$ cat src/rtl/ps2_key_pkg.sv
`default_nettype none
// +----------------------------------------------------------------------------+
// | ps2_key_pkg                                                                |
// | Shared constants for the PS/2 set-2 key decoder: prefix bytes, decoder     |
// | FSM state encoding and the default key-table index names.                  |
// | Revision: 1.0                                                              |
// +----------------------------------------------------------------------------+
package ps2_key_pkg;

  // Set-2 prefix bytes
  localparam logic [7:0] PS2_EXT   = 8'hE0;
  localparam logic [7:0] PS2_BREAK = 8'hF0;
  localparam logic [7:0] PS2_PAUSE = 8'hE1;

  // Decoder FSM state encoding
  typedef logic [1:0] ps2_state_t;
  localparam logic [1:0] ST_IDLE    = 2'd0;
  localparam logic [1:0] ST_EXT     = 2'd1;
  localparam logic [1:0] ST_BRK     = 2'd2;
  localparam logic [1:0] ST_EXT_BRK = 2'd3;

  // Index of each key in the default table
  localparam int KEY_ESC   = 0;
  localparam int KEY_ENTER = 1;
  localparam int KEY_S     = 2;
  localparam int KEY_A     = 3;
  localparam int KEY_KP5   = 4;
  localparam int KEY_KP4   = 5;

  // Largest of three values, used to size the shared counter width
  function automatic int max3(input int a, input int b, input int c);
    int m;
    m = (a > b) ? a : b;
    return (m > c) ? m : c;
  endfunction

endpackage
`default_nettype wire

$ cat src/rtl/ps2_repeat_timer.sv
`default_nettype none
// +----------------------------------------------------------------------------+
// | ps2_repeat_timer                                                           |
// | Auto-repeat timer: after a load it ticks once DELAY cycles later, then     |
// | every PERIOD cycles until stopped or reloaded.                             |
// | Revision: 1.0                                                              |
// +----------------------------------------------------------------------------+
module ps2_repeat_timer #(
  parameter int DELAY  = 1,
  parameter int PERIOD = 1,
  parameter int CW     = 8
) (
  input  logic clk,
  input  logic resetn,
  input  logic load,
  input  logic stop,
  output logic tick
);

  localparam logic [CW-1:0] DLY = CW'(DELAY);
  localparam logic [CW-1:0] PER = CW'(PERIOD);

  logic          active;
  logic          in_period;
  logic [CW-1:0] cnt;
  logic [CW-1:0] limit;

  // The counter runs 1..limit, so it never exceeds its terminal value
  assign limit = in_period ? PER : DLY;
  assign tick  = active && (cnt == limit);

  // Load restarts the delay phase; each tick reloads into the period phase
  always_ff @(posedge clk or negedge resetn) begin
    if (!resetn) begin
      active    <= 1'b0;
      in_period <= 1'b0;
      cnt       <= '0;
    end else if (load) begin
      active    <= 1'b1;
      in_period <= 1'b0;
      cnt       <= CW'(1);
    end else if (stop) begin
      active    <= 1'b0;
      in_period <= 1'b0;
      cnt       <= '0;
    end else if (active) begin
      if (tick) begin
        in_period <= 1'b1;
        cnt       <= CW'(1);
      end else begin
        cnt <= cnt + 1'b1;
      end
    end
  end

endmodule
`default_nettype wire

$ cat src/rtl/ps2_key_decoder.sv
`default_nettype none
// +----------------------------------------------------------------------------+
// | ps2_key_decoder                                                            |
// | Decodes PS/2 set-2 make/break/E0 sequences against a key table and emits   |
// | per-key press/release pulses, held levels and optional auto-repeat.        |
// | Revision: 1.0                                                              |
// +----------------------------------------------------------------------------+
module ps2_key_decoder
  import ps2_key_pkg::*;
#(
  parameter int                    NUM_KEYS      = 6,
  parameter logic [9*NUM_KEYS-1:0] KEY_CODES     = {9'h06B, 9'h073, 9'h01C, 9'h01B, 9'h05A, 9'h076},
  parameter int                    TIMEOUT       = 50000,
  parameter int                    REPEAT_DELAY  = 0,
  parameter int                    REPEAT_PERIOD = 0
) (
  input  logic                clk,
  input  logic                resetn,
  input  logic [7:0]          scan_code,
  input  logic                scan_valid,
  input  logic                flush,
  output logic [NUM_KEYS-1:0] key_press,
  output logic [NUM_KEYS-1:0] key_release,
  output logic [NUM_KEYS-1:0] key_held,
  output logic                unknown_code
);

  localparam int              CW       = $clog2(max3(TIMEOUT, REPEAT_DELAY, REPEAT_PERIOD) + 1);
  localparam int              IW       = (NUM_KEYS > 1) ? $clog2(NUM_KEYS) : 1;
  localparam logic [CW-1:0]   TMO_LAST = CW'(TIMEOUT - 1);

  ps2_state_t          state;
  ps2_state_t          state_nxt;
  logic [CW-1:0]       tmo_cnt;
  logic                tmo_expire;
  logic                seq_done;
  logic                seq_ext;
  logic                seq_brk;
  logic [NUM_KEYS-1:0] match_oh;
  logic                hit;
  logic [IW-1:0]       hit_idx;
  logic                make_new;
  logic                brk_held;
  logic                unknown_nxt;
  logic                rel_rep;
  logic [IW-1:0]       rep_key;
  logic                rep_tick;
  logic                rep_fire;
  logic [NUM_KEYS-1:0] press_nxt;

  // A pending prefix is abandoned on the TIMEOUT-th idle cycle; a byte in that cycle wins
  assign tmo_expire = (state != ST_IDLE) && !scan_valid && (tmo_cnt == TMO_LAST);

  // Sequence tracking: next state and whether this byte completes a make/break
  always_comb begin
    state_nxt = state;
    seq_done  = 1'b0;
    seq_ext   = 1'b0;
    seq_brk   = 1'b0;
    if (scan_valid) begin
      case (state)
        ST_IDLE: begin
          if (scan_code == PS2_EXT)        state_nxt = ST_EXT;
          else if (scan_code == PS2_BREAK) state_nxt = ST_BRK;
          else if (scan_code != PS2_PAUSE) seq_done  = 1'b1;
        end
        ST_EXT: begin
          if (scan_code == PS2_BREAK) begin
            state_nxt = ST_EXT_BRK;
          end else begin
            state_nxt = ST_IDLE;
            seq_done  = 1'b1;
            seq_ext   = 1'b1;
          end
        end
        ST_BRK: begin
          state_nxt = ST_IDLE;
          seq_done  = 1'b1;
          seq_brk   = 1'b1;
        end
        default: begin
          state_nxt = ST_IDLE;
          seq_done  = 1'b1;
          seq_ext   = 1'b1;
          seq_brk   = 1'b1;
        end
      endcase
    end else if (tmo_expire) begin
      state_nxt = ST_IDLE;
    end
  end

  // Table lookup; the lowest matching index wins when entries are duplicated
  always_comb begin
    match_oh = '0;
    hit      = 1'b0;
    hit_idx  = '0;
    for (int i = 0; i < NUM_KEYS; i++) begin
      if (!hit && (KEY_CODES[9*i +: 9] == {seq_ext, scan_code})) begin
        match_oh[i] = 1'b1;
        hit         = 1'b1;
        hit_idx     = IW'(i);
      end
    end
  end

  // Key events; flush suppresses everything in its cycle
  assign make_new    = seq_done && !seq_brk && hit && |(match_oh & ~key_held) && !flush;
  assign brk_held    = seq_done &&  seq_brk && hit && |(match_oh &  key_held) && !flush;
  assign unknown_nxt = seq_done && !hit && !flush;
  assign rel_rep     = brk_held && (hit_idx == rep_key);

  // A repeat tick yields to a new make and to the release of the repeating key
  assign rep_fire = rep_tick && key_held[rep_key] && !flush && !make_new && !rel_rep;

  // Press pulses from a new make or from an auto-repeat tick
  always_comb begin
    press_nxt = make_new ? match_oh : '0;
    if (rep_fire) press_nxt[rep_key] = 1'b1;
  end

  generate
    if (REPEAT_DELAY > 0) begin : g_repeat
      ps2_repeat_timer #(
        .DELAY  (REPEAT_DELAY),
        .PERIOD (REPEAT_PERIOD),
        .CW     (CW)
      ) u_timer (
        .clk    (clk),
        .resetn (resetn),
        .load   (make_new),
        .stop   (flush || rel_rep),
        .tick   (rep_tick)
      );
    end else begin : g_no_repeat
      assign rep_tick = 1'b0;
    end
  endgenerate

  // Decoder state and prefix timeout counter
  always_ff @(posedge clk or negedge resetn) begin
    if (!resetn) begin
      state   <= ST_IDLE;
      tmo_cnt <= '0;
    end else begin
      state <= flush ? ST_IDLE : state_nxt;
      if (flush || scan_valid || tmo_expire || (state == ST_IDLE)) tmo_cnt <= '0;
      else                                                       tmo_cnt <= tmo_cnt + 1'b1;
    end
  end

  // Registered key outputs, held levels and the key owned by the repeat timer
  always_ff @(posedge clk or negedge resetn) begin
    if (!resetn) begin
      key_press    <= '0;
      key_release  <= '0;
      key_held     <= '0;
      unknown_code <= 1'b0;
      rep_key      <= '0;
    end else begin
      key_press    <= press_nxt;
      key_release  <= brk_held ? match_oh : '0;
      unknown_code <= unknown_nxt;
      if (flush)         key_held <= '0;
      else if (make_new) key_held <= key_held | match_oh;
      else if (brk_held) key_held <= key_held & ~match_oh;
      if (make_new) rep_key <= hit_idx;
    end
  end

endmodule
`default_nettype wire

$ cat config.mk
export PLATFORM = sky130hd
export DESIGN_NAME = ps2_key_decoder
export DESIGN_NICKNAME = d
export VERILOG_FILES = /design/src/rtl/ps2_key_pkg.sv /design/src/rtl/ps2_repeat_timer.sv /design/src/rtl/ps2_key_decoder.sv
export SDC_FILE = /design/constraint.sdc
export NUM_CORES = 1
export LEC_CHECK = 0
export CAP_MARGIN = 5
export CELL_PAD_IN_SITES_DETAIL_PLACEMENT = 1
export CELL_PAD_IN_SITES_GLOBAL_PLACEMENT = 2
export CORE_MARGIN = 2
export CORE_UTILIZATION = 31
export DETAILED_ROUTE_END_ITERATION = 16
export MAX_ROUTING_LAYER = met4
export PLACE_DENSITY = 0.81
export REMOVE_ABC_BUFFERS = 1
export SYNTH_ARGS = -nofsm -noshare
export SYNTH_HDL_FRONTEND = slang
export SYNTH_SLANG_ARGS = --single-unit
export TNS_END_PERCENT = 1
$ cat constraint.sdc
create_clock -name clk -period 1.92 [get_ports clk]
set_input_delay 0.576 -clock clk [delete_from_list [all_inputs] [get_ports clk]]
set_output_delay 0.576 -clock clk [all_outputs]
set_load 0.005 [all_outputs]
==> out/metrics.cfg, run 1 <==
[run_status]
status = finished with violations
violations = setup timing

[clock_network]
clk_pin_slew_worst_paths_ns = 0.08
post_cts_buffers = 0
root_buffer = clkbuf_8
cts_buffer_depth = 2
cts.sinks = 37
numCtsBuffers = 5
h-tree-depth = 2
clkLatencyLatePin_ns = 0.29
tritoncts = done
cts_hold_buf = 0

[die]
io_pins = 31
die_y_um = 83.58
die_area_um2 = 6986
rows = 28
coreArea_um2 = 6026
initial_core_util = 0.3258
fp.dieW_um = 83.58

[critical_path]
timing.rr.start = key_held[1]
startpoint_type = flop
cp-startpoint = key_held[1]
cp_slowest_cell = or4bb_1
worstPathRequired_ns = 2.08
worstPathArrival_ns = 2.26
path_max_fanout = 5
critPathKind = reg2reg
max_stage_delay_ns = 0.49
cp_cell_sequence = or4bb_1 > a2111o_1 > o221a_4 > a2111oi_4 > o22ai_1
end_kind = flop

[power_and_ir_drop]
pwr-share-clk = 0.366
p_int_mw = 1.096
pwr_density_cell_nw_per_um2 = 510.0
switching_share = 0.2436
p_seq_frac = 0.539
combPwrFrac = 0.095
ir_drop_v = 0.0003197
p_sw_uw = 352.9
p_leak_nw = 1.140

[logic_synthesis]
ys_seq_area_frac = 0.4716
syn_area_um2 = 1963
synth_ff_type = dfrtp_1
synth-seq-cells = 37
syn_inst = 186
synth-edff-count = 0
syn_avg_cell_area_um2 = 10.55
ys_warn_count = 0
ys_types = 53
async_flop_share = 1.000

[layout]
multi_input_area_um2 = 1147
num_antenna_cells = 0
fill_cells = 668
syn2layout_area_growth_pct = 44.68
nets = 269
seqCellArea_um2 = 927.1
drive_above_1_share = 0.3424

[sta]
max_slew_margin = 0.7118
hold_viol_final = 0
tightest_slew_ns = 0.4214
drv_slew = 0
fmax_ghz = 0.4761
tns_ns = -1.475
post-route-period-util = 1.094
whs_ns = 0.2100
fin_skew_ns = 0.009820
final-setup-viol-count = 17
worst_slack_ns = -0.1804
fin_crit_ns = 2.100
rsz0062_at_grt = yes

[grt]
grt_overflow_total = 0
grt_pass1_vias = 1760
grt_antenna_before_repair = 0
grt_pass1_wl_um = 9404
grt_usage = 0.1728
grt_start_max_net_pins = 20

[detailed_routing]
post_drt_wl_per_cell_um = 16.70
ant_nets = 0
via_per_inst = 5.211
vias = 1730
drt_iter0_markers = 113
drc = 0
drt_wl_total_um = 5546
drt_pass1_iterations = 5

[placed_design]
port_buffers = 30
gp_congestion = 0.7877
place_ws_ns = -0.9934
hpwlAfterDp_um = 4192

[hold_path]
hold_class = in2async

[flow_run]
maxCapViolations = 0

==> final cells by class <==
type / count / share of cell area
Sequential cell: 37 / 0.3264
Multi-Input combinational cell: 141 / 0.4040
Inverter: 2 / 0.002643
Clock buffer: 6 / 0.02555
Timing Repair Buffer: 69 / 0.2048
Clock inverter: 2 / 0.003524
Tap cell: 75 / 0.03304
==> cells in the final DEF (no fill, tap or decap), drive strengths merged, types with 5 or more instances in the layout <==
cell type,Yosys,layout
nand2,9,9
dfrtp,37,37
buf,3,45
clkdlybuf4s50,0,20
nand3,6,6
xnor2,7,7
xor2,7,7
nor3,5,5
clkbuf,3,6
nor4,5,5
nand2b,8,8
and3,8,8
nor2,22,22
==> final timing paths <==
check / endpoint / depth (start not counted) / slack [ns]
worst max-delay path: key_held[3] / 5 / -0.18
worst min-delay path: tmo_cnt[1] / 1 / 0.21
worst max register to register: key_held[3] / 5 / -0.18
worst min register to register: tmo_cnt[0] / 1 / 0.46
max in group asynchronous: key_held[5] / 2 / 1.19
min in group clk: tmo_cnt[0] / 1 / 0.46
==> sequential cells by signal, summed over array words and instances (netlist names) <==
register / flops
key_release: 6
tmo_cnt: 16
unknown_code: 1
key_press: 6
state: 2
key_held: 6
==> repair_timing <==
item / CTS / global route
gates resized for setup: 57 / 5
endpoints found under the setup margin: 19 / 38
pin swaps: 15 / 2
gates cloned: 0 / 0
==> routing by layer <==
layer | vias to the layer above | global-route usage | wire [um]
li1 | 822 | - | -
met1 | 858 | 0.2444 | 2714
met2 | 44 | 0.2611 | 2578
met3 | 6 | 0.02770 | 193
met4 | 0 | 0.03959 | 59
met5 | - | - | 0
==> worst max-delay path, delay by kind of cell, from the launching register on <==
| family | cells | cell delay (ns) |
|---|---|---|
| DFF | 1 | 0.41 |
| and+or+nand+nor | 1 | 0.49 |
| AOI/OAI and AO/OA | 4 | 1.06 |
==> cell usage after synthesis, drive strengths merged, types with 2 or more instances <==
cell type | instances | share of area
xor2 | 7 | 0.031
nand4 | 2 | 0.0064
and4 | 2 | 0.0089
o22ai | 4 | 0.013
nand4b | 3 | 0.013
a211oi | 4 | 0.015
dfrtp | 37 | 0.47
nand2b | 8 | 0.025
nor3 | 5 | 0.013
xnor2 | 7 | 0.031
nor4b | 3 | 0.013
buf | 3 | 0.012
nor2b | 4 | 0.013
and2 | 3 | 0.0096
or4 | 2 | 0.0096
nand2 | 9 | 0.017
or2 | 4 | 0.013
nor4bb | 2 | 0.010
a2111oi | 3 | 0.033
nand3 | 6 | 0.015
nor2 | 22 | 0.042
a21o | 2 | 0.0076
nor4 | 5 | 0.016
inv | 2 | 0.0038
nand3b | 4 | 0.017
clkbuf | 3 | 0.0057
and3 | 8 | 0.025
a22o | 2 | 0.0089
==> power by group through the flow <==
stage	combinational [mW]	sequential (mW)	clock [mW]
after floorplan	0.0342	0.796	0
after global placement	0.127	0.796	0
after detailed placement	0.130	0.796	0
after CTS	0.137	0.780	0.543
after global routing	0.151	0.780	0.573
final	0.138	0.780	0.530
==> kinds of logic (layout without fill, tap and decap cells) <==
family          after synthesis  after routing  synth area share
simple gates                 98             98            0.2957
flops                        37             37            0.4716
compound gates               27             27            0.1370
xor+xnor                     14             14           0.06246
buf+inv                       8             79           0.02167
fa+ha+maj                     1              1          0.006372
mux                           1              1          0.005099
==> through the flow <==
step                utilization  instances  instance area, um2  power (mW)
global placement         0.4331        324                2610      0.9229
detailed placement       0.4331        324                2610      0.9260
CTS                      0.4684        332                2823       1.460
global route             0.4713        332                2840       1.504
finish                   0.4713        332                2840       1.449
floorplan                     -        180                1928      0.8303
Note: power is estimated with default switching activity, not from simulation.
==> run 2: changes to the inputs <==
--- a/config.mk
+++ b/config.mk
@@ -12,8 +12,7 @@
 export CORE_UTILIZATION = 31
 export DETAILED_ROUTE_END_ITERATION = 16
 export MAX_ROUTING_LAYER = met4
-export PLACE_DENSITY = 0.81
-export REMOVE_ABC_BUFFERS = 1
+export PLACE_DENSITY_LB_ADDON = 0.1
 export SYNTH_ARGS = -nofsm -noshare
 export SYNTH_HDL_FRONTEND = slang
 export SYNTH_SLANG_ARGS = --single-unit
==> run 2 against run 1 <==
Net effect:
- the flow still finishes with violations (setup timing)
- critical path depth unchanged
- global-route usage increased by 0.30 points
- clock power up 1%
- die area stayed put
- fmax is 3.6% higher
- cell count is 3.3% higher
- critical endpoint is now key_held[5]
- largest cell class unchanged
==> out/metrics.cfg, run 2 (synthesis results as in run 1) <==
[critical_path]
critPathKind = reg2reg
startpoint_type = flop
worstPathArrival_ns = 2.18
max_stage_delay_ns = 0.49
worst_r2r_endpoint = key_held[5]
path_max_fanout = 5
end_kind = flop
ff2ff_path_depth = 5
cp.depth = 5
crit_path_end = key_held[5]
cp_cell_sequence = or4bb_1 > a2111o_1 > o221a_4 > a2111oi_4 > o22ai_1
cp_top_family = compound AO/OA/AOI/OAI gates
critPathBufInv = 0
timing.rr.start = key_held[1]
worstPathRequired_ns = 2.08
cp_slowest_cell = or4bb_1
rrSetupSlack_ns = -0.11
cp-startpoint = key_held[1]

[logic_synthesis]
synth_fp_nets = 199

[flow_run]
maxCapViolations = 0

[clock_network]
numCtsBuffers = 5
clkLatencyLatePin_ns = 0.28
cts_buffer_depth = 2
root_buffer = clkbuf_8
tritoncts = done
cts_hold_buf = 0
clk_pin_slew_worst_paths_ns = 0.07
cts.sinks = 37
h-tree-depth = 2

[power_and_ir_drop]
p_leak_nw = 1.203
ir_drop_v = 0.0002456
pwr_density_cell_nw_per_um2 = 500.6
total_power_mw = 1.471

[detailed_routing]
ant_nets = 0
via_per_inst = 5.070
vias = 1739
drt_pass1_iterations = 4
drt_wl_total_um = 5684
drc = 0
post_drt_wl_per_cell_um = 16.57
drt_iter0_markers = 67

[die]
initial_core_util = 0.3258
fp.dieW_um = 83.58
io_pins = 31
die_y_um = 83.58
die_area_um2 = 6986
rows = 28
coreArea_um2 = 6026

[placed_design]
gp_congestion = 0.8630
port_buffers = 30
place_ws_ns = -0.9126
numPlacedInstances = 332
hpwlAfterDp_um = 4424

[sta]
whs_ns = 0.3282
worst_slack_ns = -0.1071
fin_skew_ns = 0.008884
final-setup-viol-count = 13
fin_crit_ns = 2.027
max_slew_margin = 0.6975
tns_ns = -0.6452
drv_slew = 0
fmax_ghz = 0.4933
post-route-period-util = 1.056
hold_viol_final = 0
rsz0062_at_grt = yes
tightest_slew_ns = 0.4423

[grt]
grt_pass1_vias = 1900
grt_usage = 0.1757
grt_start_max_net_pins = 38
grt_pass1_wl_um = 9597
grt_overflow_total = 0
grt_antenna_before_repair = 0

[layout]
num_antenna_cells = 0
top_register = tmo_cnt
largest_register_ffs = 16
final_cell_mix = buf_4 (49), dfrtp_1 (37), nor2_1 (20), clkdlybuf4s50_1 (20)
syn2layout_area_growth_pct = 49.71
nets = 281
finalNonFillerCells = 343
final_common_cell = buf_4
drive_above_1_share = 0.3731

[hold_path]
hold_class = in2async

[run_status]
violations = setup timing
status = finished with violations

[run 2: cell count changes in the layout (fill, tap and decap cells not counted), moves of 2 or more]
cell,previous run,this run
buf_4,38,49
dlygate4sd2_1,3,1
clkdlybuf4s15_2,0,3
clkinv_2,2,0
[run 2: through the flow]
stage,cell area (um2),util
finish,2939,0.4877
global route,2939,0.4877
CTS,2848,0.4726
detailed placement,2685,0.4456
global placement,2685,0.4456
floorplan,1981,-
[run 2: repair_timing]
item	4_1_cts	5_1_grt
pin swaps	10	8
endpoints found under the setup margin	22	31
resized for setup	49	14
buffers inserted	2	3
[run 2: area by class of cell]
type / instances / area [um2]
fillers: 679 / 3087
flip-flops and latches: 37 / 925.9
inverters: 2 / 7.507
clock buffers: 7 / 86.33
repair buffers: 81 / 679.4
well taps: 75 / 93.84
multi-input cells: 141 / 1146
[run 2: worst min path at each step]
stage	startpoint	endpoint	slack [ns]	cells past startpoint
5_1_grt	resetn	tmo_cnt[1]	0.37	2
6_report	resetn	tmo_cnt[0]	0.33	2
3_5_place_dp	tmo_cnt[0]	tmo_cnt[0]	0.47	1
2_1_floorplan	resetn	key_held[0]	0.28	0
3_3_place_gp	tmo_cnt[0]	tmo_cnt[0]	0.44	1
4_1_cts	resetn	tmo_cnt[0]	0.34	2
[run 2: power by group]
part	total, mW	internal (mW)	switching [mW]
clock network	0.537	0.285	0.253
registers	0.781	0.781	0.000608
logic	0.153	0.0769	0.0763
[run 2: metal layers]
metal	share of wire	track usage	vias to the layer above
met5	0	-	-
met2	0.49	0.2829	28
met4	0.013	0.04839	0
li1	-	-	851
met3	0.025	0.02473	6
met1	0.47	0.2328	854
